### config.mk
export PLATFORM = sky130hd
export DESIGN_NAME = spi_slave_bmm150_regs
export DESIGN_NICKNAME = d
export VERILOG_FILES = /design/src/rtl/spi_slave_bmm150_regs.sv
export SDC_FILE = /design/constraint.sdc
export NUM_CORES = 1
export LEC_CHECK = 0
export CORE_MARGIN = 1.5
export CORE_UTILIZATION = 45
export DETAILED_ROUTE_END_ITERATION = 6
export PLACE_DENSITY = 0.59
export SLEW_MARGIN = 20
export SYNTH_ARGS = -nofsm -noshare
export SYNTH_HDL_FRONTEND = slang
export SYNTH_SLANG_ARGS = --single-unit
export TNS_END_PERCENT = 30
### constraint.sdc
create_clock -name clk -period 2.9 [get_ports clk]
set_input_delay 0.87 -clock clk [delete_from_list [all_inputs] [get_ports clk]]
set_output_delay 0.87 -clock clk [all_outputs]
set_load 0.005 [all_outputs]
### src/rtl/spi_slave_bmm150_regs.sv
// spi_slave_bmm150_regs
//   SPI mode-0 responder that emulates the BMM150 register interface. A command
//   byte {rw, addr[6:0]} (rw=1 read) is followed by one data byte that is either
//   written into the local register file or returned on MISO. A side port lets
//   the sensor model load measurement registers.
//
//   Optional feature macro: SPI_BURST_EN
//     defined   : address auto-increments after each data byte (multi-byte burst)
//     undefined : single data byte per transfer, extra bytes ignored with miso=0
//
// Ports
//   clk, rst              system clock, synchronous active-high reset
//   sclk, cs_n, mosi      asynchronous SPI inputs (CPOL=0, CPHA=0, MSB first)
//   miso, miso_oe         SPI data out and pad output enable (synced cs_n low)
//   load_en/addr/data     side-port register load; wins over a same-address SPI write
//   wr_valid/addr/data    one-cycle commit pulse, address/data held until next commit
module spi_slave_bmm150_regs #(
  parameter int unsigned SYNC_STAGES = 2,
  parameter logic [6:0]  BASE_ADDR   = 7'h40,
  parameter int unsigned NUM_REGS    = 50,
  parameter logic [7:0]  CHIP_ID     = 8'h32
) (
  input  logic       clk,
  input  logic       rst,
  input  logic       sclk,
  input  logic       cs_n,
  input  logic       mosi,
  output logic       miso,
  output logic       miso_oe,
  input  logic       load_en,
  input  logic [6:0] load_addr,
  input  logic [7:0] load_data,
  output logic       wr_valid,
  output logic [6:0] wr_addr,
  output logic [7:0] wr_data
);

  localparam int unsigned IDX_W = (NUM_REGS > 1) ? $clog2(NUM_REGS) : 1;

  localparam logic [1:0] ST_IDLE = 2'd0;
  localparam logic [1:0] ST_CMD  = 2'd1;
  localparam logic [1:0] ST_DATA = 2'd2;
  localparam logic [1:0] ST_DONE = 2'd3;

  // Address decode helpers
  function automatic logic is_mapped(input logic [6:0] a);
    logic [7:0] off;
    off = {1'b0, a} - {1'b0, BASE_ADDR};
    return ({1'b0, a} >= {1'b0, BASE_ADDR}) && (off < 8'(NUM_REGS));
  endfunction

  function automatic logic [IDX_W-1:0] reg_idx(input logic [6:0] a);
    logic [7:0] off;
    off = {1'b0, a} - {1'b0, BASE_ADDR};
    return IDX_W'(off);
  endfunction

  // Input synchronizers plus one history flop for edge detection. Left out of
  // reset so a cs_n held low across rst cannot fake a falling edge afterwards.
  logic [SYNC_STAGES-1:0] sclk_sync, cs_sync, mosi_sync;
  logic                   sclk_hist, cs_hist;

  always_ff @(posedge clk) begin
    sclk_sync <= {sclk_sync[SYNC_STAGES-2:0], sclk};
    cs_sync   <= {cs_sync[SYNC_STAGES-2:0], cs_n};
    mosi_sync <= {mosi_sync[SYNC_STAGES-2:0], mosi};
    sclk_hist <= sclk_sync[SYNC_STAGES-1];
    cs_hist   <= cs_sync[SYNC_STAGES-1];
  end

  logic sclk_lvl, cs_lvl, mosi_lvl;
  logic sclk_rise, sclk_fall, cs_rise, cs_fall;

  assign sclk_lvl  = sclk_sync[SYNC_STAGES-1];
  assign cs_lvl    = cs_sync[SYNC_STAGES-1];
  assign mosi_lvl  = mosi_sync[SYNC_STAGES-1];
  assign sclk_rise = sclk_lvl & ~sclk_hist;
  assign sclk_fall = ~sclk_lvl & sclk_hist;
  assign cs_rise   = cs_lvl & ~cs_hist;
  assign cs_fall   = ~cs_lvl & cs_hist;

  // Transfer state
  logic [1:0] state, state_nxt;
  logic [2:0] bit_cnt;
  logic [6:0] rx_shift;
  logic [7:0] tx_shift;
  logic       rw_q;
  logic [6:0] addr_q;
  logic [7:0] regs [NUM_REGS];

  logic [7:0] rx_byte;
  logic       byte_done;
  logic [6:0] fetch_addr;
  logic       fetch_rw;
  logic [7:0] fetch_byte;
  logic       spi_commit;
  logic       load_ok;

  assign rx_byte   = {rx_shift, mosi_lvl};
  assign byte_done = sclk_rise && (bit_cnt == 3'd7);

  // Read fetch: command byte in CMD, next sequential address in DATA (burst)
  always_comb begin
    fetch_addr = addr_q + 7'd1;
    fetch_rw   = rw_q;
    if (state == ST_CMD) begin
      fetch_addr = rx_byte[6:0];
      fetch_rw   = rx_byte[7];
    end
    fetch_byte = 8'h00;
    if (fetch_rw && is_mapped(fetch_addr)) fetch_byte = regs[reg_idx(fetch_addr)];
  end

  // Write qualification: mapped and not the read-only chip-id location
  assign spi_commit = (state == ST_DATA) && byte_done && !cs_rise && !rw_q &&
                      is_mapped(addr_q) && (addr_q != BASE_ADDR);
  assign load_ok    = load_en && is_mapped(load_addr) && (load_addr != BASE_ADDR);

  // Register file; the side-port load is applied last so it wins a collision
  always_ff @(posedge clk) begin
    if (rst) begin
      for (int unsigned i = 0; i < NUM_REGS; i++) begin
        regs[IDX_W'(i)] <= (i == 0) ? CHIP_ID : 8'h00;
      end
    end else begin
      if (spi_commit) regs[reg_idx(addr_q)]    <= rx_byte;
      if (load_ok)    regs[reg_idx(load_addr)] <= load_data;
    end
  end

  // State register
  always_ff @(posedge clk) begin
    if (rst) state <= ST_IDLE;
    else     state <= state_nxt;
  end

  // Next-state logic
  always_comb begin
    state_nxt = state;
    case (state)
      ST_IDLE: if (cs_fall) state_nxt = ST_CMD;
      ST_CMD:  if (byte_done) state_nxt = ST_DATA;
      ST_DATA: begin
`ifdef SPI_BURST_EN
        state_nxt = ST_DATA;
`else
        if (byte_done) state_nxt = ST_DONE;
`endif
      end
      ST_DONE: state_nxt = ST_DONE;
    endcase
    if (cs_rise) state_nxt = ST_IDLE;
  end

  // Shift datapath and registered outputs
  always_ff @(posedge clk) begin
    if (rst) begin
      bit_cnt  <= 3'd0;
      rx_shift <= 7'd0;
      tx_shift <= 8'd0;
      rw_q     <= 1'b0;
      addr_q   <= 7'd0;
      miso     <= 1'b0;
      miso_oe  <= 1'b0;
      wr_valid <= 1'b0;
      wr_addr  <= 7'd0;
      wr_data  <= 8'd0;
    end else begin
      wr_valid <= 1'b0;
      miso_oe  <= ~cs_lvl;
      if (cs_rise) begin
        // abort: any partial byte is simply abandoned
        bit_cnt <= 3'd0;
        miso    <= 1'b0;
      end else begin
        case (state)
          ST_IDLE: begin
            miso    <= 1'b0;
            bit_cnt <= 3'd0;
          end
          ST_CMD: begin
            if (sclk_rise) begin
              rx_shift <= rx_byte[6:0];
              bit_cnt  <= bit_cnt + 3'd1;
              if (bit_cnt == 3'd7) begin
                rw_q     <= rx_byte[7];
                addr_q   <= rx_byte[6:0];
                tx_shift <= fetch_byte;  // snapshot; later loads do not disturb it
              end
            end
          end
          ST_DATA: begin
            if (sclk_fall) begin
              miso     <= tx_shift[7];
              tx_shift <= {tx_shift[6:0], 1'b0};
            end
            if (sclk_rise) begin
              rx_shift <= rx_byte[6:0];
              bit_cnt  <= bit_cnt + 3'd1;
              if (bit_cnt == 3'd7) begin
                if (spi_commit) begin
                  wr_valid <= 1'b1;
                  wr_addr  <= addr_q;
                  wr_data  <= rx_byte;
                end
`ifdef SPI_BURST_EN
                addr_q   <= addr_q + 7'd1;
                tx_shift <= fetch_byte;
`endif
              end
            end
          end
          default: miso <= 1'b0;
        endcase
      end
    end
  end

endmodule

# Yosys cells after proc, flatten, opt, wreduce, memory -nomap -nowiden
# Memory sizes are Yosys's and may differ from the RTL's.
# Index checks and enable logic that the tools add are counted.
dict set report word_totals {
  word_cells 112
  mem_bits_rw 400
  input_bits 21
  register_bits 54
  mem_count 1
}
# name words word_bits read_ports rd_ports_with_merged_regs write_ports line_no
set memory_table {}
lappend memory_table {regs 50 8 1 0 50 89} ;# logic [7:0] regs [NUM_REGS];
dict set report op_classes {
  add_sub_neg 5
  order_cmp 6
  n_bitwise 13
  eq_ne 13
  n_mux 29
  reduce_logical 29
}
# operator count
set op_table {}
lappend op_table {{two-way mux 8 bit} 6}
lappend op_table {{less-than comparator 8 x 6 -> 1 bit (second input constant)} 3}
lappend op_table {{subtractor 7 x 7 -> 8 bit (second input constant)} 3}
lappend op_table {{greater-or-equal comparator 7 bit (second input constant)} 3}
lappend op_table {{case mux 8 bit (2 select lines)} 1}
lappend op_table {{OR reduction 8 bit} 2}
lappend op_table {{inequality test 7 bit (second input constant)} 2}
lappend op_table {{logical AND 1 bit} 12}
lappend op_table {{two-way mux 1 bit} 12}
lappend op_table {{two-way mux 6 bit} 2}
lappend op_table {{inequality test 2 bit (second input constant)} 5}
lappend op_table {{AND reduction 5 bit} 2}
lappend op_table {{inverter 1 bit} 9}
lappend op_table {{case mux 2 bit (4 select lines)} 1}
lappend op_table {{adder 7 x 1 -> 7 bit (second input constant)} 1}
lappend op_table {{two-way mux 7 bit} 1}
lappend op_table {{two-way mux 2 bit} 3}
lappend op_table {{case mux 3 bit (2 select lines)} 1}
lappend op_table {{AND reduction 3 bit} 2}
lappend op_table {{OR reduction 5 bit} 1}
lappend op_table {{AND 1 bit} 4}
lappend op_table {{== test 2 bit (second input constant)} 2}
lappend op_table {{inequality test 2 x 1 -> 1 bit (second input constant)} 2}
lappend op_table {{AND reduction 2 bit} 2}
lappend op_table {{other kinds (10)} 13}

# Longest topological paths before layout
dict set report logic_depth {
  depth_word 13
  ltp_mapped 16
  mapped_depth_nobuf 10
}

# Worst setup path after synthesis
# No wires, ideal clock.
dict set report synth_timing {
  path_type {input to register}
  from {in load_addr[2]}
  to {mem regs[30][0] (enable)}
  t_arrival_ns 2.507
  n_path_buf 1
  stages 7
  path_slack_ns 0.009
  path_cell_list {clkbuf_1 -> o211ai_1 -> nor4b_4 -> nand3_1 -> nor2_2 -> nor2_1 -> o21ai_0}
}
# item line_no
set synth_lines {}
lappend synth_lines {{from (decl)} 31} ;# input logic [6:0] load_addr,
lappend synth_lines {{to (decl)} 89}

# Final worst setup path
dict set report layout_timing {
  from {reg state[1]}
  to {reg tx_shift[4]}
}
dict set report layout_via {
  elab_chain_len 10
  elab_cells_between_ends 19
  cone_classes {add/sub (1); order compare (2); eq/ne (5); mux (6); reduce/logical (4); memory (1)}
}
# item line_no
set layout_rtl {}
lappend layout_rtl {{from (decl)} 83} ;# logic [1:0] state, state_nxt;
lappend layout_rtl {{from (signal assigned)} 134} ;# else state <= state_nxt;
lappend layout_rtl {{== test 2 x 1 -> 1 bit} {106, 176}}
lappend layout_rtl {{two-way mux 7 bit} 106} ;# if (state == ST_CMD) begin
lappend layout_rtl {{subtractor 7 x 7 -> 8 bit} 54} ;# off = {1'b0, a} - {1'b0, BASE_ADDR};
lappend layout_rtl {{less-than comparator 8 x 6 -> 1 bit} 49} ;# return ({1'b0, a} >= {1'b0, BASE_ADDR}) && (off < 8'(NUM_REGS));
lappend layout_rtl {{logical AND 1 bit} 49}
lappend layout_rtl {{logical AND 1 bit} 111} ;# if (fetch_rw && is_mapped(fetch_addr)) fetch_byte = regs[reg_idx(fetch_addr)];
lappend layout_rtl {{two-way mux 8 bit} 111}
lappend layout_rtl {{two-way mux 8 bit} 185} ;# if (bit_cnt == 3'd7) begin
lappend layout_rtl {{two-way mux 8 bit} 182} ;# if (sclk_rise) begin
lappend layout_rtl {{case mux 8 bit (2 select lines)} 176} ;# case (state)
lappend layout_rtl {{to (signal assigned)} 188} ;# tx_shift <= fetch_byte;
lappend layout_rtl {{to (signal assigned)} 195} ;# tx_shift <= {tx_shift[6:0], 1'b0};
lappend layout_rtl {{to (decl)} 86} ;# logic [7:0] tx_shift;
# Parallel ways exist; a longest one is shown, timed or not. The select of a mux whose other input is x is not followed.
# A chain may end at the register's enable or synchronous reset.

==> results by group <==
Run
  – Number of max-cap violations: 0

Synth
  – Synth top area cells: edfxtp_1 53%, a22o_1 14%, dfxtp_1 4.4%, mux4_2 3.6%, nand2_1 3.0%
  – Post-synthesis register bit count: between 400 and 500
  – Main combinational cell family by area after synthesis: compound AO/OA/AOI/OAI gates
  – Synth Area in Compound Gates: about a fifth
  – Post-synthesis mux area share: under 10%
  – Share of the synthesized area in the top cell type: between 50% and 60%
  – Simple-gate portion of the synthesized area: approximately an eighth
  – Main flop type after synthesis: edfxtp_1
  – Cell taking the most area after synthesis: edfxtp_1
  – Mapped Area: about 24000 um^2
  – Syn avg cell area: 12.1 um^2
  – Cells after Synth: 2021
  – Post-synth EDFFs: between 400 and 500
  – Syn. warnings: 0
  – Ys async rst share: 0%
  – Synth Area in Adders: less than 1%
  – Distinct cell type count after synthesis: 70
  – Post-synthesis xor/xnor area fraction: less than 1%
  – Sequential-to-total area share from yosys stat: 56.9%

Clocking
  – Num Clock Sinks: ~480
  – H-Tree Depth: 2
  – CTS Buf Count: 53
  – CTS Buffer Depth: 3
  – CTS Hold Bufs: 0
  – Root buffer cell: clkbuf_16
  – CTS tree: yes
  – Clock transition at path regs: 0.06 ns
  – Clk_lat worst skew: around 0.62 ns

Worst hold path
  – Min-delay src: sclk_sync[0]
  – Hold WC Path Type: register to register
  – Hold path cells: 0
  – Hold EP: sclk_sync[1]

Detailed routing
  – 1st-iter DRT viols: about 2200
  – Residual DRC count: 0
  – DR pass1 iterations: 7
  – Total Wirelength: about 84000 um
  – Post-route ant nets: 0
  – Via density: around 6.4
  – Routed via count: 19300
  – Wire per inst: 28.1 um

GRT
  – Global route overflow: 0
  – Largest net degree at the start of global routing: a little over 80
  – First-pass GRT wire length: around 120000 um
  – Initial antenna violation count: 0
  – Total GRT Usage: ~30%
  – Vias in the first global route: about 19000

Die
  – I/O Pins: 39
  – Initial Util: 45.5%
  – Die W: between 200 and 250 um
  – Vert. Die Dim: between 200 and 250 um
  – Site row count: 85
  – Core outline area: 53800 um^2
  – DIE AREA: between 50000 and 60000 um^2

Placed design
  – Dpl cell area: between 20000 and 30000 um^2
  – Half-perimeter wire length after placement: 54700 um
  – GPL Wtd Cong: ~0.9
  – Placed cells: ~2900
  – IO Port Bufs: 38

Final layout
  – Ant. Diodes: 0
  – Layout cell share with drive strength beyond 1: 24.9%
  – Final Non-Filler Cells: roughly 3000
  – Design area: just under 30000 um^2
  – Core Util, Final: a little under three fifths
  – Layout Nets: 2284
  – Area grow syn2layout: 21.4%

STA
  – Worst Clk Skew: 0.0225 ns
  – Setup TNS: 0 ns
  – Tightest hold margin: ~0.33 ns
  – Crit path time final: about 2.8 ns
  – Slew Viols, Final: 0
  – F_max: between 300 and 400 MHz
  – Worst Tran Pin Value: between 1 and 1.5 ns
  – Final Hold Fails: 0
  – Slew headroom: a little under a third
  – Fin crit share: 98.1%
  – RSZ-0062 raised after global routing: false
  – Final setup violating endpoints: 0

Worst setup path
  – CP Cell Sequence: inv_1 -> ha_4 -> nand2b_4 -> and2_4 -> buf_4 -> buf_12 -> mux4_2 -> nand2_1 -> o221ai_1 -> o211ai_1 -> buf_4 -> a221o_1 -> a211oi_2
  – Critical path peak fanout: 7
  – CP peak stage delay: about 0.48 ns
  – CP Capture Type: register
  – Most used cell along the critical path: buf_4
  – Worst Setup Path Type: register to register
  – CP max stage cell: mux4_2
  – R2r startpoint: state[1]
  – R2R depth: 13
  – CP startpoint kind: register
  – Required time of the critical path: ~3.4 ns
  – CP arrival: about 3.3 ns
  – FF-to-FF End: tx_shift[4]
  – Worst R2R Setup Slack: approximately 0.056 ns

Power and ir drop
  – PD cells: approximately 630 nW/um^2
  – Peak VDD IR: between 0.0004 and 0.0005 V
  – Leakage: ~11 nW

Run status
  – Status: complete, no violations
## cell families after synthesis
kind of cell	after synthesis
simple gates	573
xor+xnor	4
fa+ha+maj	8
flops	482
mux	108
other cells	2
compound gates	609
buf+inv	235
## worst max-delay path by stage
stage,end,start,slack (ns)
finish,tx_shift[4],state[1],0.06
global route,tx_shift[4],state[1],0.007
global placement,regs[29][7],load_addr[2],-0.50
CTS,tx_shift[4],state[1],0.004
floorplan,regs[30][0],load_addr[2],0.009
detailed placement,regs[29][7],load_addr[2],-0.54
## cells in the mapped netlist, types with 3 or more instances
cell type / instances
a211o_1: 4
a211oi_1: 36
a21oi_1: 27
a22o_1: 393
a31oi_1: 32
a32oi_1: 18
and3_1: 30
buf_1: 6
buf_2: 33
buf_4: 5
buf_6: 9
clkbuf_1: 172
dfxtp_1: 54
edfxtp_1: 428
ha_1: 8
inv_1: 7
mux2i_1: 68
mux4_2: 39
nand2_1: 196
nand2b_1: 7
nand3_1: 68
nand3b_1: 9
nand4_1: 15
nor2_1: 130
nor2_2: 19
nor2b_1: 7
nor3_1: 23
nor3_2: 40
o211ai_1: 5
o21a_1: 4
o21ai_0: 57
o21bai_1: 3
o221ai_1: 4
o22ai_1: 9
or3_1: 6
or3b_2: 3
xnor2_1: 3
## power breakdown
group	internal [W]	switching [W]
clock	0.00441	0.00290
combinational	0.00124	0.00197
sequential	0.00790	0.000145
total	0.0136	0.00502
## layer usage
| layer | global-route usage (%) | vias up | part of all wire [%] |
|---|---|---|---|
| met5 | 0 | - | 0 |
| met2 | 48.4 | 981 | 47 |
| met3 | 4.68 | 185 | 8.2 |
| met4 | 13.1 | 0 | 4.1 |
| li1 | - | 8367 | - |
| met1 | 39.7 | 9770 | 40 |
## final cells by class
cell class	count	area (um^2)
multi-input cells	1338	9760
inverters	7	26.3
fillers	4524	24100
repair buffers	373	3230
well taps	696	871
clock buffers	64	1430
clock inverters	35	449
flip-flops and latches	482	13900
## registers in the layout, indices dropped and copies added, names as in the netlist, 3 cells and up
name,cells
regs,428
tx_shift,8
wr_data,8
addr_q,7
rx_shift,7
wr_addr,7
bit_cnt,3
## stage by stage
| stage | total power [W] | setup WS [ns] |
|---|---|---|
| after floorplan | 0.00983 | 0.00857 |
| after global routing | 0.0191 | 0.00700 |
| after CTS | 0.0185 | 0.00352 |
| final | 0.0186 | 0.0556 |
| after detailed placement | 0.0113 | -0.543 |
| after global placement | 0.0112 | -0.499 |
## cell usage in the layout, fill, tap and decap left out, drive strengths merged, types with 5 or more instances in the layout
master	instances
a211oi	37
a21oi	27
a22o	393
a31oi	32
a32oi	18
and3	30
buf	344
bufinv	10
clkbuf	64
clkdlybuf4s50	29
clkinv	16
clkinvlp	5
conb	36
dfxtp	54
edfxtp	428
ha	8
inv	11
mux2i	68
mux4	39
nand2	198
nand2b	8
nand3	68
nand3b	10
nand4	15
nor2	150
nor2b	7
nor3	64
o211ai	5
o21ai	59
o22ai	9
or3	6
## repair_timing
| action | in CTS | in global routing |
|---|---|---|
| setup buffers | 4 | 3 |
| pin swaps | 0 | 3 |
| hold endpoints to repair | 0 | 0 |
| resized for setup | 5 | 18 |
| endpoints found under the setup margin | 16 | 131 |
## worst max-delay path, delay by kind of cell, from the launching register on
kind	cells	cell delay, ns
buf+inv	4	0.58
compound gates	4	0.57
simple gates	3	0.54
mux	1	0.48
flops	1	0.31
fa+ha+maj	1	0.19
Power figures use the tool's default switching activity.
